### config.mk
export PLATFORM = sky130hd
export DESIGN_NAME = fp_mul_arbiter
export DESIGN_NICKNAME = d
export VERILOG_FILES = /design/src/rtl/fp_mul_arbiter.sv
export SDC_FILE = /design/constraint.sdc
export NUM_CORES = 1
export LEC_CHECK = 0
export ABC_AREA = 1
export BUFFER_PORTS_ARGS = -buffer_cell sky130_fd_sc_hd__buf_2
export CAP_MARGIN = 15
export CORE_AREA = 2 2 177 179
export CTS_BUF_LIST = sky130_fd_sc_hd__clkbuf_4 sky130_fd_sc_hd__clkbuf_8
export DETAILED_ROUTE_END_ITERATION = 7
export DIE_AREA = 0 0 179 181
export PLACE_DENSITY = 0.65
export SLEW_MARGIN = 20
export SYNTH_ARGS = -nofsm -noshare
export SYNTH_HDL_FRONTEND = slang
export SYNTH_SLANG_ARGS = --single-unit
### constraint.sdc
create_clock -name clk -period 2.4 [get_ports clk]
set_input_delay 0.24 -clock clk [delete_from_list [all_inputs] [get_ports clk]]
set_output_delay 0.24 -clock clk [all_outputs]
set_load 0.005 [all_outputs]
### src/rtl/fp_mul_arbiter.sv
// Round-robin front end sharing one FP multiplier among NUM_REQ requesters.
// Ports: clk/rst, enable, req_* (valid/ready/operands per requester),
//   mul_* (issue to and results from the multiplier), rsp_* (steered
//   response), fflags/fflags_clear (sticky flags), outstanding, seq_error.
module fp_mul_arbiter #(
    parameter int NUM_REQ         = 4,
    parameter int MAX_OUTSTANDING = 8,
    parameter int ID_W            = $clog2(NUM_REQ)
) (
    input  logic                                 clk,
    input  logic                                 rst,
    input  logic                                 enable,
    input  logic [NUM_REQ-1:0]                   req_valid,
    output logic [NUM_REQ-1:0]                   req_ready,
    input  logic [NUM_REQ*32-1:0]                req_in1,
    input  logic [NUM_REQ*32-1:0]                req_in2,
    input  logic [NUM_REQ*3-1:0]                 req_rounding_mode,
    output logic                                 mul_valid_data_in,
    output logic [31:0]                          mul_in1,
    output logic [31:0]                          mul_in2,
    output logic [2:0]                           mul_rounding_mode,
    input  logic [31:0]                          mul_out,
    input  logic                                 mul_overflow,
    input  logic                                 mul_underflow,
    input  logic                                 mul_inexact,
    input  logic                                 mul_invalid_operation,
    input  logic                                 mul_valid_data_out,
    output logic [NUM_REQ-1:0]                   rsp_valid,
    output logic [31:0]                          rsp_data,
    output logic [3:0]                           rsp_flags,
    output logic [NUM_REQ*4-1:0]                 fflags,
    input  logic [NUM_REQ-1:0]                   fflags_clear,
    output logic [$clog2(MAX_OUTSTANDING+1)-1:0] outstanding,
    output logic                                 seq_error
);

    localparam int CW = $clog2(MAX_OUTSTANDING + 1);
    localparam int PW = (MAX_OUTSTANDING > 1) ? $clog2(MAX_OUTSTANDING) : 1;
    localparam logic [CW-1:0] FULL = CW'(MAX_OUTSTANDING);
    localparam logic [PW-1:0] LAST = PW'(MAX_OUTSTANDING - 1);
    localparam logic [ID_W-1:0] LAST_ID = ID_W'(NUM_REQ - 1);

    logic [ID_W-1:0] ptr;
    logic [ID_W-1:0] gnt_id;
    logic [ID_W-1:0] head;
    logic [ID_W-1:0] tag_mem [MAX_OUTSTANDING];
    logic [PW-1:0]   wr_ptr;
    logic [PW-1:0]   rd_ptr;
    logic            can_grant;
    logic            any_gnt;
    logic            push;
    logic            pop;
    logic [3:0]      new_flags;

    assign new_flags = {mul_invalid_operation, mul_overflow,
                        mul_underflow, mul_inexact};
    assign head = tag_mem[rd_ptr];
    assign pop  = mul_valid_data_out && (outstanding != '0);
    assign push = any_gnt;

    // A result popping this cycle frees a slot, so a full FIFO may still grant.
    always_comb begin
        can_grant = !rst && enable &&
                    ((outstanding != FULL) || mul_valid_data_out);
        any_gnt   = 1'b0;
        gnt_id    = '0;
        req_ready = '0;
        for (int k = 0; k < NUM_REQ; k++) begin
            if (can_grant && !any_gnt &&
                req_valid[(int'(ptr) + k) % NUM_REQ]) begin
                any_gnt = 1'b1;
                gnt_id  = ID_W'((int'(ptr) + k) % NUM_REQ);
            end
        end
        if (any_gnt) req_ready[gnt_id] = 1'b1;
    end

    always_ff @(posedge clk) begin
        if (push) tag_mem[wr_ptr] <= gnt_id;
    end

    always_ff @(posedge clk) begin
        if (rst) begin
            ptr               <= '0;
            wr_ptr            <= '0;
            rd_ptr            <= '0;
            outstanding       <= '0;
            mul_valid_data_in <= 1'b0;
            mul_in1           <= '0;
            mul_in2           <= '0;
            mul_rounding_mode <= '0;
            rsp_valid         <= '0;
            rsp_data          <= '0;
            rsp_flags         <= '0;
            fflags            <= '0;
            seq_error         <= 1'b0;
        end else begin
            mul_valid_data_in <= push;
            if (push) begin
                mul_in1           <= req_in1[int'(gnt_id)*32 +: 32];
                mul_in2           <= req_in2[int'(gnt_id)*32 +: 32];
                mul_rounding_mode <= req_rounding_mode[int'(gnt_id)*3 +: 3];
                wr_ptr            <= (wr_ptr == LAST) ? '0 : wr_ptr + 1'b1;
                ptr               <= (gnt_id == LAST_ID) ? '0 : gnt_id + 1'b1;
            end
            if (pop) rd_ptr <= (rd_ptr == LAST) ? '0 : rd_ptr + 1'b1;
            case ({push, pop})
                2'b10:   outstanding <= outstanding + 1'b1;
                2'b01:   outstanding <= outstanding - 1'b1;
                default: outstanding <= outstanding;
            endcase
            rsp_valid <= '0;
            if (pop) begin
                rsp_valid[head] <= 1'b1;
                rsp_data        <= mul_out;
                rsp_flags       <= new_flags;
            end
            // Clear applies first so a same-cycle set survives.
            for (int i = 0; i < NUM_REQ; i++) begin
                fflags[i*4 +: 4] <= (fflags_clear[i] ? 4'b0 : fflags[i*4 +: 4]) |
                                    ((pop && head == ID_W'(i)) ? new_flags : 4'b0);
            end
            if (mul_valid_data_out && outstanding == '0) seq_error <= 1'b1;
        end
    end

endmodule

**Word level (Yosys, flattened, before mapping)**

Memory sizes are Yosys's and may differ from the RTL's. A register that Yosys moved wholly into a read port is not among the register bits.
Cells that the tools add are included.

- $add $sub $neg: 8
- Multiply operators: 1
- Magnitude comparators: 8
- Equal/unequal tests: 9
- Shifts and indexed selects: 3
- Mux-type cells: 40
- Bitwise gates (word level): 8
- Reductions and logical operators: 30

Operators by type and width:

| cell | count |
|---|---|
| indexed part select 128 x 8 -> 32 bit | 2 |
| 2-to-1 mux 4 bit | 9 |
| logical AND 1 bit | 17 |
| bitwise OR 4 bit | 4 |
| 2-to-1 mux 1 bit | 15 |
| less-than comparator 3 x 4 -> 1 bit, second input constant | 3 |
| 2-to-1 mux 3 bit | 4 |
| indexed part select 12 x 5 -> 3 bit | 1 |
| 2-to-1 mux 2 bit | 5 |
| less-than comparator 2 x 3 -> 1 bit, second input constant | 3 |
| binary-select mux 1 bit (select 2 bit) | 4 |
| == test 2 bit, second input constant | 4 |
| case mux 4 bit (2 select lines) | 1 |
| OR reduction 2 bit | 4 |
| adder 3 x 1 -> 3 bit, second input constant | 2 |
| == test 3 bit, second input constant | 2 |
| adder 2 x 1 -> 2 bit, second input constant | 2 |
| adder 2 bit, second input constant | 2 |
| adder 4 x 1 -> 4 bit, second input constant | 1 |
| demux 1 bit (select 2 bit) | 2 |
| == test 2 x 1 -> 1 bit, second input constant | 2 |
| >= comparator 2 x 1 -> 1 bit, second input constant | 2 |
| zero test 1 bit | 4 |
| zero test 4 bit | 1 |
| other kinds (9) | 11 |

- Flip-flop bits (word level): 137
- RAM bits: 16
- Output and inout bits: 133
- Memories kept: 1

Memory list:

| name | words | bits a word | rd ports | clocked after Yosys merged registers in | wr ports | line | RTL |
|---|---|---|---|---|---|---|---|
| tag_mem | 8 | 2 | 1 | 1 | 1 | 46 | `logic [ID_W-1:0] tag_mem [MAX_OUTSTANDING];` |

**Longest topological paths before layout**

Gate-level depths: netlist (run 1).

- Depth in word-level cells: 22
- Mapped depth: 19

**Worst setup path before layout (run 1)**

Ideal clock, no wire load.

- Kind: reg2reg
- Start: reg ptr[0]
- End: reg outstanding[2]
- Setup time: 0.115 ns
- Arrival time: 2.244 ns
- Data required time: 2.285 ns
- Path slack: 0.041 ns
- Cell stages (with the launch flop): 17
- Path buffers: 2
- Cell sequence: dfxtp_1 buf_4 inv_4 buf_8 nand2_1 nand3_1 nand2_1 o21ai_4 nand3_2 inv_2 ha_1 xor2_1 ha_1 a21oi_1 xor2_1 o21ai_0 inv_1

- Word-level cells in the longest chain between the ends: 18
- Elaborated cells on any way between the ends: 32
- Classes of those cells: 3 x add/sub; 2 x eq/ne; 16 x mux; 11 x reduce/logical

Ends and longest elaborated chain:

| element | line | RTL |
|---|---|---|
| from (decl) | 43 | `logic [ID_W-1:0] ptr;` |
| from (signal assigned) | 104 | `ptr <= (gnt_id == LAST_ID) ? '0 : gnt_id + 1'b1;` |
| branches (longest 15 deep; another with adder 2 x 1 -> 2 bit) | -- |  |
| 2-to-1 mux 1 bit (*) | 69 | `if (can_grant && !any_gnt &&` |
| == test 2 x 1 -> 1 bit / == test 2 bit (equally long branches) | 107 | `case ({push, pop})` |
| case mux 4 bit (2 select lines) / nonzero test 2 bit (equally long branches) | -- |  |
| to (signal assigned) | 108 | `2'b10: outstanding <= outstanding + 1'b1;` |
| to (signal assigned) | 109 | `2'b01: outstanding <= outstanding - 1'b1;` |
| to (signal assigned) | 110 | `default: outstanding <= outstanding;` |
| to (decl) | 33 | `output logic [$clog2(MAX_OUTSTANDING+1)-1:0] outstanding,` |

Every way passes the cells marked *. The select of a mux whose other input is x is not followed.
A chain may end at the register's enable or synchronous reset.

**Worst setup path in the final report (run 1)**

- Start: reg ptr[0]
- End: out req_ready[2]

- Word-level cells in the longest chain between the ends: 21
- Elaborated cells on any way between the ends: 38
- Classes of those cells: 3 x add/sub; 2 x order compare; 22 x mux; 11 x reduce/logical

Ends and longest elaborated chain:

| element | line | RTL |
|---|---|---|
| branches (longest 20 deep; another with adder 2 x 1 -> 2 bit) | -- |  |
| 2-to-1 mux 4 bit (*) | 75 | `if (any_gnt) req_ready[gnt_id] = 1'b1;` |
| to (decl) | 14 | `output logic [NUM_REQ-1:0] req_ready,` |

Marked as above.

==> results by group, run 1 <==
Final layout
  • Final nets: 2412
  • Utilization after layout: 46.0%
  • Final Cell Area: 0.0140 mm^2
  • Multi-input logic area: 0.00461 mm^2
  • Fillers: 3149
  • Synthesis-to-layout area growth: 39.2%
  • Layout cells sized above 1: 29.4%
  • Most common cell after layout, fill and taps aside: nand3_1
  • Register Area: 0.00329 mm^2
  • Most frequent cells in the layout: 475 x nand3_1, 458 x inv_1, 447 x buf_2

Logic synthesis
  • Mapped Area: 0.0100 mm^2
  • Area leader, netlist: dfxtp_1
  • Sequential element share of the synthesized area: 32.8%
  • Area contributors post-synth: dfxtp_1 28%, nand3_1 24%, inv_1 17%
  • Seq cells post-synth: 156
  • Post-synth ARST share: 0%
  • Post-synth top area share: 28.0%
  • Avg Cell Area, Syn: 6.15 um^2
  • EDFF count, synth: 16
  • Mapped Cells: 1631
  • Top FF cell, synth: dfxtp_1
  • Yosys Warn Count: 0
  • Syn Nets: 1958
  • Synth cell types: 36

Drt
  • Post-route DRC: 0
  • Final ANT Viol Nets: 0
  • Post-Route WL: 38800 um
  • Drt initial violations: 724
  • DR vias: 12033
  • DR WL/cell: 15.5 um
  • Pre-Repair DR Iteration Count: 6
  • Number of vias per cell: 4.80

Power
  • Combinational share of power: 62.1%
  • Switch share: 47.0%
  • Power Density: 1180 mW/mm^2
  • Leak: 8.56 nW
  • Clock network fraction of total power: 12.8%
  • Seq pwr share: 25.1%
  • Net Switching: 7.75 mW
  • Pint: 8.75 mW
  • Peak VDD IR: 585 uV

STA
  • Final Slew Violations: 0
  • Final worst slack: -0.133 ns
  • RSZ-0062 raised after global routing: yes
  • Slew HR: 44.7%
  • Worst slew pin tran: 0.830 ns
  • Max Clk Rate: 395 MHz
  • Minimum clock period: 2.53 ns
  • Final clock skew: 0.0168 ns
  • Final Cycle Share: 106%
  • Post-route setup TNS: -0.482 ns
  • Final Setup Violations: 4
  • Fin. Hold Viols: 0

Floorplanning
  • Die width: 179 um
  • Height of the die: 181 um
  • Area of the core: 0.0303 mm^2
  • Die Footprint: 0.0324 mm^2
  • Site row count: 64
  • Starting density of the core: 33.0%
  • Ports: 449

Setup path
  • Critical Path End Type: output pin
  • CP max FO: 5
  • Critical path required time: 2.16 ns
  • Slowest CP cell: dfxtp_4
  • Most frequent CP cell: nand2_1
  • Crit-path cells: buf_6 -> nand2_1 -> nand2_1 -> nand2_1 -> o21ai_1 -> nor2_2 -> buf_4 -> nand4_1 -> nand2_4 -> buf_12 -> ha_4 -> nand2_1 -> inv_1 -> buf_2
  • Crit Path Category: reg -> out
  • Slowest Stage Delay on Critical Path: 0.39 ns
  • Critical path launch point type: register
  • Crit path max-delay family: simple AND/OR/NAND/NOR gates
  • R2R Setup Slk: 0.08 ns
  • WP data arrival: 2.29 ns
  • Worst path bufs/invs: 5

Clock network
  • CTS tree: done
  • CTS Sinks: 156
  • Worst-path clk slew: 0.09 ns
  • Maximum buffer depth of the clock tree: 2
  • Worst-Skew Late Latency: 0.49 ns
  • Number of H-tree levels: 4
  • Root buf cell: clkbuf_8
  • CTS buffer count: 17

Outcome
  • Status: finished, violations left
  • Failing checks: setup timing

GRT
  • Largest net degree at the start of global routing: 117
  • Initial antenna violation count: 14
  • First-pass GRT wire length: 56900 um
  • Total gr overflow: 0
  • GRT Util Overall: 22.2%
  • Vias in the first global route: 11160

Placement
  • Port bufs: 448
  • Final RePlAce weighted congestion: 0.942
  • DP Worst Slack: -0.0249 ns
  • DP Area: 0.0128 mm^2
  • HPWL after detailed placement: 27700 um

Worst hold path
  • HP Class: in -> reg

Flow run
  • Max_cap viols: 0
## final timing paths
| path | cells after the start | from | end |
|---|---|---|---|
| min | 3 | mul_out[2] | rsp_data[2] |
| min reg2reg | 2 | fflags[6] | fflags[6] |
| max reg2reg | 16 | ptr[0] | mul_in2[10] |
| max | 14 | ptr[0] | req_ready[2] |
## cell usage after synthesis, types with 14 or more instances
library cell,count
a21oi_1,14
buf_2,39
buf_4,16
clkbuf_1,40
dfxtp_1,140
edfxtp_1,16
inv_1,461
nand2_1,133
nand3_1,478
nor2_1,86
o21ai_0,124
o22ai_1,17
## state kept, by name (all words and copies together), names as in the netlist, named ones only
name / cells
mul_in1: 32
mul_in2: 32
rsp_data: 32
fflags: 16
tag_mem: 16
outstanding: 4
rsp_flags: 4
rsp_valid: 4
mul_rounding_mode: 3
rd_ptr: 3
wr_ptr: 3
ptr: 2
mul_valid_data_in: 1
seq_error: 1
## metrics by stage
step,cells,power [mW],hold slack [ns]
4_1_cts,2483,16.0,0.00575
3_5_place_dp,2417,13.5,0.454
5_1_grt,2504,17.9,0.0482
3_3_place_gp,2417,13.4,0.451
2_1_floorplan,1631,10.0,0.407
6_report,2506,16.5,0.0422
## tightest hold or removal path, cell delays in order
cell and delay, ns:
buf_2 0.07, o21ai_0 0.08, nor2_1 0.09
## timing repair
action,4_1_cts,5_1_grt
gates cloned,0,4
hold buffers,22,0
setup endpoints to repair,6,55
hold endpoints to repair,22,0
setup buffers,12,8
gates resized for setup,33,38
pin swaps,15,23
## metal layers
layer	track usage, %	vias up	part of all wire (%)
met3	5.79	75	8.6
li1	-	5970	-
met1	26.6	5450	40
met2	37.4	534	48
met4	9.53	4	3.0
met5	0	-	0.057
## final cells by class
class,instances,share of cell area [%]
clock buffers,21,1.94
repair buffers,544,23.9
multi-input cells,896,33.0
clock inverters,11,0.969
diodes,12,0.215
flip-flops and latches,156,23.6
inverters,470,12.8
well taps,396,3.55
## power by group through the flow
stage / Sequential (mW) / Combinational (mW) / Clock [mW]
floorplan: 4.18 / 5.85 / 0
global placement: 4.13 / 9.22 / 0
detailed placement: 4.15 / 9.34 / 0
CTS: 4.12 / 9.71 / 2.18
global route: 4.25 / 11.4 / 2.27
finish: 4.14 / 10.2 / 2.10
## logic make-up (layout without fill, tap and decap cells)
group / after synthesis / count (layout) / synth area share (%)
AND/OR/NAND/NOR: 719 / 719 / 33.6
buffers and inverters: 579 / 1046 / 23.4
AO/OA/AOI/OAI: 161 / 161 / 8.49
flip-flops: 156 / 156 / 32.8
adder cells (fa/ha/maj): 11 / 11 / 1.37
XOR/XNOR: 4 / 4 / 0.350
multiplexers: 1 / 1 / 0.0999
other: 0 / 12 / 0
(Power assumes the default switching activity.)
==> run 2: changes to the inputs <==
--- a/config.mk
+++ b/config.mk
@@ -13,5 +13,5 @@
 export DETAILED_ROUTE_END_ITERATION = 7
 export DIE_AREA = 0 0 179 181
-export PLACE_DENSITY = 0.65
+export PLACE_DENSITY = 0.58
 export SLEW_MARGIN = 20
 export SYNTH_ARGS = -nofsm -noshare
==> constraint.sdc (replaced) <==
create_clock -name clk -period 2.4 [get_ports clk]
set_input_delay 0.24 -clock clk [delete_from_list [all_inputs] [get_ports clk]]
set_output_delay 0.24 -clock clk [all_outputs]
set_load 0.02 [all_outputs]
==> run 2 against run 1 <==
The run still ends with setup timing left. Setup slack better by 0.023 ns. First-iteration DRC count fell by 4.6%. Register-to-register slack improved by 0.04 ns. Highest routed layer unchanged.
==> results by group, run 2 (synthesis gave the netlist of run 1 again) <==
Drt
  • Final ANT Viol Nets: 0 (unchanged)
  • DR vias: 11684 (-2.9%)
  • DR WL/cell: 15.4 um (-0.62%)
  • Pre-Repair DR Iteration Count: 6 (unchanged)
  • Drt initial violations: 691 (-4.6%)
  • Post-Route WL: 37800 um (-2.5%)
  • Number of vias per cell: 4.75 (-1.0%)
  • Post-route DRC: 0 (unchanged)

Outcome
  • Failing checks: setup timing
  • Status: finished, violations left

Floorplanning
  • Area of the core: 0.0303 mm^2 (unchanged)
  • Die Footprint: 0.0324 mm^2 (unchanged)
  • Ports: 449 (unchanged)
  • Height of the die: 181 um (unchanged)
  • Starting density of the core: 33.0% (unchanged)
  • Die width: 179 um (unchanged)
  • Site row count: 64 (unchanged)

Clock network
  • Root buf cell: clkbuf_8
  • Worst-Skew Late Latency: 0.45 ns (-0.04 ns)
  • Worst-path clk slew: 0.10 ns (about the same)
  • Maximum buffer depth of the clock tree: 2 (unchanged)
  • Number of H-tree levels: 4 (unchanged)
  • CTS tree: done
  • CTS Sinks: 156 (unchanged)
  • CTS buffer count: 17 (unchanged)

Power
  • Leak: 8.32 nW (-2.8%)
  • Switch share: 51.6% (+4.6 points)
  • Peak VDD IR: 715 uV (+22%)
  • Seq pwr share: 24.3% (-0.8 points)
  • Power after layout: 17.0 mW (+2.9%)
  • Pint: 8.22 mW (-6.0%)
  • Clock network fraction of total power: 11.7% (-1.1 points)
  • Combinational share of power: 63.9% (+1.8 points)
  • Power Density: 1250 mW/mm^2 (+6.0%)
  • Net Switching: 8.75 mW (+13%)

Final layout
  • Most common cell after layout, fill and taps aside: nand3_1
  • Fillers: 3320 (+5.4%)
  • Utilization after layout: 44.6% (-1.4 points)
  • Final nets: 2372 (-1.7%)
  • Synthesis-to-layout area growth: 35.1%
  • Most frequent cells in the layout: 475 x nand3_1, 456 x inv_1, 444 x buf_2
  • Top Registers: mul_in1 (32), mul_in2 (32), rsp_data (32)
  • Layout cells sized above 1: 29.2% (-0.16 points)
  • Final Cell Area: 0.0135 mm^2 (-3.0%)

Setup path
  • Crit Path Category: reg -> out
  • Critical Path End Type: output pin
  • Critical path required time: 2.16 ns (about the same)
  • Crit-path cells: buf_6 -> nand2_1 -> nand3_2 -> nand2_4 -> buf_4 -> a21oi_4 -> nand2_4 -> nand2_8 -> nand2_8 -> inv_2 -> ha_2 -> nand2_2 -> inv_2 -> buf_6
  • WP data arrival: 2.27 ns (-0.02 ns)
  • Worst path bufs/invs: 5 (unchanged)
  • Critical path launch point type: register
  • Slowest CP cell: dfxtp_4
  • Slowest Stage Delay on Critical Path: 0.42 ns (+0.03 ns)
  • CP max FO: 6 (+1)
  • Crit path max-delay family: simple AND/OR/NAND/NOR gates

STA
  • Final clock skew: 0.0171 ns (+0.000273 ns)
  • Worst slew pin tran: 0.815 ns (-0.0152 ns)
  • Final worst slack: -0.110 ns (+0.0231 ns)
  • Final Cycle Share: 105% (-0.96 points)
  • Max Clk Rate: 398 MHz (+0.92%)
  • Minimum clock period: 2.51 ns (-0.0231 ns)
  • Hold WS: 0.0425 ns (+0.000292 ns)
  • Slew HR: 45.7% (+1.0 points)
  • Final Setup Violations: 4 (unchanged)
  • RSZ-0062 raised after global routing: yes
  • Final Slew Violations: 0 (unchanged)
  • Fin. Hold Viols: 0 (unchanged)

GRT
  • Total gr overflow: 0 (unchanged)
  • GRT Util Overall: 22.0% (-0.22 points)
  • First-pass GRT wire length: 56400 um (-0.92%)
  • Vias in the first global route: 10780 (-3.4%)
  • Largest net degree at the start of global routing: 117 (unchanged)
  • Initial antenna violation count: 8 (-6)

Placement
  • DP Area: 0.0127 mm^2 (-1.1%)
  • HPWL after detailed placement: 26800 um (-3.2%)
  • Final RePlAce weighted congestion: 0.850 (-9.8%)
  • Port bufs: 448 (unchanged)
  • DP Worst Slack: -0.124 ns (-0.0996 ns)

Worst hold path
  • HP Class: in -> reg

Flow run
  • Max_cap viols: 0 (unchanged)
run 2: cell count changes in the layout (fill, tap and decap cells not counted), sizes merged:
cell	previous run	this run
inv	475	479
clkinv	2	4
bufinv	2	0
clkbuf	25	19
dlygate4sd3	22	3
buf	518	498
diode	12	5
clkinvlp	2	3
run 2: path summary, 6_finish.rpt:
path | from | endpoint | slack, ns | cells past startpoint
hold / removal | mul_out[4] | rsp_data[4] | 0.04 | 3
setup / recovery | ptr[0] | req_ready[0] | -0.11 | 14
hold reg to reg | seq_error | seq_error | 0.48 | 1
setup reg to reg | ptr[0] | outstanding[2] | 0.12 | 16
run 2: final cells by class:
type	count	area, um^2	share of cell area [%]
repair buffers	503	2950	21.8
repair inverters	1	3.75	0.0277
well taps	396	495	3.66
inverters	470	1780	13.1
diodes	5	12.5	0.0924
clock inverters	15	151	1.12
clock buffers	17	234	1.73
flip-flops and latches	156	3290	24.3
multi-input cells	896	4620	34.1
run 2: repair_timing:
| action | 4_1_cts | 5_1_grt |
|---|---|---|
| cloned | 1 | 2 |
| hold buffers | 3 | 0 |
| setup endpoints to repair | 50 | 51 |
| buffers inserted | 13 | 2 |
| pin swaps | 19 | 16 |
| gates resized for setup | 45 | 39 |
| hold endpoints to repair | 3 | 0 |
run 2: metrics by stage:
step / TNS (ns) / std cells
2_1_floorplan: 0 / 1631
6_report: -0.340 / 2459
5_1_grt: -0.938 / 2458
3_3_place_gp: -0.209 / 2401
3_5_place_dp: -0.916 / 2401
4_1_cts: -0.430 / 2450
run 2: power groups by stage:
| stage | Combinational, mW | Sequential (mW) | Clock, mW |
|---|---|---|---|
| after floorplan | 5.88 | 5.09 | 0 |
| after global placement | 10.0 | 4.14 | 0 |
| after detailed placement | 10.0 | 4.16 | 0 |
| after CTS | 10.5 | 4.12 | 2.08 |
| after global routing | 12.0 | 4.24 | 2.18 |
| final | 10.9 | 4.13 | 1.99 |
run 2: per-layer routing:
layer	vias up	part of all wire (%)	global-route usage, %
met4	2	2.6	7.06
met5	-	0.034	0
li1	5875	-	-
met3	53	8.8	5.53
met1	5251	41	26.7
met2	503	48	37.8
run 2: worst register-to-register path, cell delays in order (launching register included):
cell	delay, ns
dfxtp_4	0.39
buf_6	0.14
nand2_2	0.06
nand2_2	0.07
nand2_2	0.09
nand2_4	0.06
o21ai_4	0.20
buf_4	0.16
nand3_4	0.06
inv_2	0.09
ha_4	0.17
xor2_2	0.16
ha_1	0.17
a21oi_1	0.05
xor2_1	0.16
o21ai_1	0.12
inv_1	0.05
==> run 3: changes to the inputs <==
Settings changed: ABC_CLOCK_PERIOD_IN_PS from default to 2400, PLACE_DENSITY 0.58 to 0.72.
==> run 3 against run 2 <==
The run still ends with setup timing left. Sequential power about the same. Die area did not move. Sequential share of layout area decreased by 0.39 points. Via count up 2.0%. First-iteration DRC count fell by 0.72%. Maximum frequency decreased by 0.61%. Highest routed layer unchanged.
==> results by group, run 3 (synthesis gave the netlist of run 1 again) <==
Outcome
  • Status: finished, violations left
  • Failing checks: setup timing

Floorplanning
  • Height of the die: 181 um (unchanged)
  • Site row count: 64 (unchanged)
  • Die width: 179 um (unchanged)
  • Ports: 449 (unchanged)
  • Die Footprint: 0.0324 mm^2 (unchanged)
  • Starting density of the core: 33.0% (unchanged)
  • Area of the core: 0.0303 mm^2 (unchanged)

STA
  • Max Clk Rate: 396 MHz (-0.61%)
  • Hold WS: 0.0424 ns (-0.000116 ns)
  • Final Setup Violations: 4 (unchanged)
  • RSZ-0062 raised after global routing: yes
  • Final Slew Violations: 0 (unchanged)
  • Minimum clock period: 2.53 ns (+0.0155 ns)
  • Final clock skew: 0.0159 ns (-0.00119 ns)
  • Slew HR: 45.1% (-0.55 points)
  • Final Cycle Share: 105% (+0.65 points)
  • Fin. Hold Viols: 0 (unchanged)
  • Final worst slack: -0.126 ns (-0.0155 ns)
  • Worst slew pin tran: 0.823 ns (+0.00826 ns)

Drt
  • Post-Route WL: 37300 um (-1.3%)
  • Post-route DRC: 0 (unchanged)
  • DR vias: 11915 (+2.0%)
  • Final ANT Viol Nets: 0 (unchanged)
  • DR WL/cell: 15.0 um (-2.2%)
  • Pre-Repair DR Iteration Count: 5 (-1)
  • Drt initial violations: 686 (-0.72%)
  • Number of vias per cell: 4.80 (+1.0%)

Final layout
  • Utilization after layout: 45.4% (+0.76 points)
  • Top Registers: mul_in1 (32), mul_in2 (32), rsp_data (32)
  • Final nets: 2392 (+0.84%)
  • Multi-input logic area: 0.00462 mm^2 (-0.14%)
  • Layout cells sized above 1: 28.5% (-0.67 points)
  • Fillers: 3167 (-4.6%)
  • Register Area: 0.00329 mm^2 (about the same)
  • Final std cells w/o fill: 2482 (+0.94%)
  • Most common cell after layout, fill and taps aside: nand3_1
  • Most frequent cells in the layout: 476 x nand3_1, 458 x inv_1, 444 x buf_2
  • Synthesis-to-layout area growth: 37.4%

Placement
  • HPWL after detailed placement: 26100 um (-2.7%)
  • Final RePlAce weighted congestion: 0.932 (+9.6%)
  • Dpl cells: 2405 (+0.17%)
  • Port bufs: 448 (unchanged)

GRT
  • Vias in the first global route: 11253 (+4.4%)
  • First-pass GRT wire length: 56300 um (-0.23%)
  • Largest net degree at the start of global routing: 117 (unchanged)
  • Initial antenna violation count: 12 (+4)
  • Total gr overflow: 0 (unchanged)
  • GRT Util Overall: 21.9% (-0.088 points)

Power
  • Seq pwr share: 24.1% (-0.2 points)
  • Switch share: 50.8% (-0.75 points)
  • Power Density: 1250 mW/mm^2 (-0.59%)
  • Peak VDD IR: 649 uV (-9.1%)
  • Net Switching: 8.72 mW (-0.36%)
  • Combinational share of power: 63.8% (about the same)
  • Pint: 8.44 mW (+2.7%)
  • Leak: 8.45 nW (+1.5%)
  • Clock network fraction of total power: 12.1% (+0.4 points)

Setup path
  • Critical path launch point type: register
  • CP max FO: 7 (+1)
  • WP data arrival: 2.29 ns (+0.02 ns)
  • R2R Setup Slk: 0.10 ns (-0.02 ns)
  • Critical Path End Type: output pin
  • Crit Path Category: reg -> out
  • Critical path required time: 2.16 ns (about the same)

Clock network
  • Maximum buffer depth of the clock tree: 2 (unchanged)
  • CTS tree: done
  • CTS buffer count: 17 (unchanged)
  • Number of H-tree levels: 4 (unchanged)
  • Worst-Skew Late Latency: 0.49 ns (+0.04 ns)
  • Worst-path clk slew: 0.09 ns (about the same)
  • Root buf cell: clkbuf_8
  • CTS Sinks: 156 (unchanged)

Flow run
  • Max_cap viols: 0 (unchanged)

Worst hold path
  • HP Class: in -> reg
[run 3: changes by cell type in the layout (fill, tap and decap cells not counted), sizes merged]
cell / previous run / this run
diode: 5 / 8
clkbuf: 19 / 18
bufbuf: 0 / 1
buf: 498 / 499
clkinv: 4 / 5
clkinvlp: 3 / 1
dlygate4sd3: 3 / 22
bufinv: 0 / 1
[run 3: metrics by stage]
stage | TNS [ns] | total power, mW | setup slack (ns) | instance area [um^2]
after floorplan | 0 | 11.0 | 0.0300 | 10000
after global placement | -0.0768 | 14.1 | -0.0418 | 12700
after detailed placement | -0.238 | 14.2 | -0.0974 | 12700
after CTS | -0.542 | 17.0 | -0.142 | 13600
after global routing | -1.37 | 18.6 | -0.276 | 13800
final | -0.474 | 17.2 | -0.126 | 13800
[run 3: power groups by stage]
stage	sequential [mW]	clock (mW)	combinational (mW)
2_1_floorplan	5.09	0	5.88
3_3_place_gp	4.12	0	9.94
3_5_place_dp	4.15	0	10.1
4_1_cts	4.12	2.16	10.7
5_1_grt	4.25	2.26	12.1
6_report	4.14	2.08	10.9
[run 3: timing repair]
action                                 CTS  global route
setup buffers                           10             2
gates resized for setup                 53            23
endpoints found under the hold margin   22             0
pin swaps                               13            11
setup endpoints to repair                7            16
hold buffers                            22             0
gates cloned                             2             1
[run 3: final cells by class]
| type | instances | share of cell area (%) |
|---|---|---|
| Timing Repair Buffer | 523 | 22.9 |
| Clock buffer | 17 | 1.70 |
| Tap cell | 396 | 3.60 |
| Sequential cell | 156 | 23.9 |
| Timing Repair inverter | 1 | 0.0273 |
| Inverter | 470 | 13.0 |
| Antenna cell | 8 | 0.145 |
| Multi-Input combinational cell | 896 | 33.5 |
| Clock inverter | 15 | 1.25 |
[run 3: worst paths after layout]
check                               endpoint  cells past startpoint   startpoint
worst max-delay path            req_ready[0]                     14       ptr[0]
worst min-delay path            rsp_data[22]                      3  mul_out[22]
worst max register to register   mul_in1[10]                     14       ptr[0]
worst min register to register     fflags[3]                      2    fflags[3]
[run 3: routing by layer]
metal	global-route usage, %	up-vias	part of all wire (%)
met5	0	-	0.11
met4	8.55	8	2.4
met3	6.84	73	9.5
met2	37.6	542	49
met1	25.2	5369	39
li1	-	5923	-
[run 3: worst max-delay path: stages, from the launching register on]
cell and delay [ns]:
dfxtp_4 0.43, buf_6 0.13, nand2_1 0.05, nand2_1 0.09
nand2_1 0.10, nand2_1 0.10, nand4_1 0.17, nand2_4 0.15
nand2_8 0.08, nand2_8 0.10, inv_6 0.04, ha_4 0.15
nand2_4 0.06, inv_2 0.03, buf_6 0.12
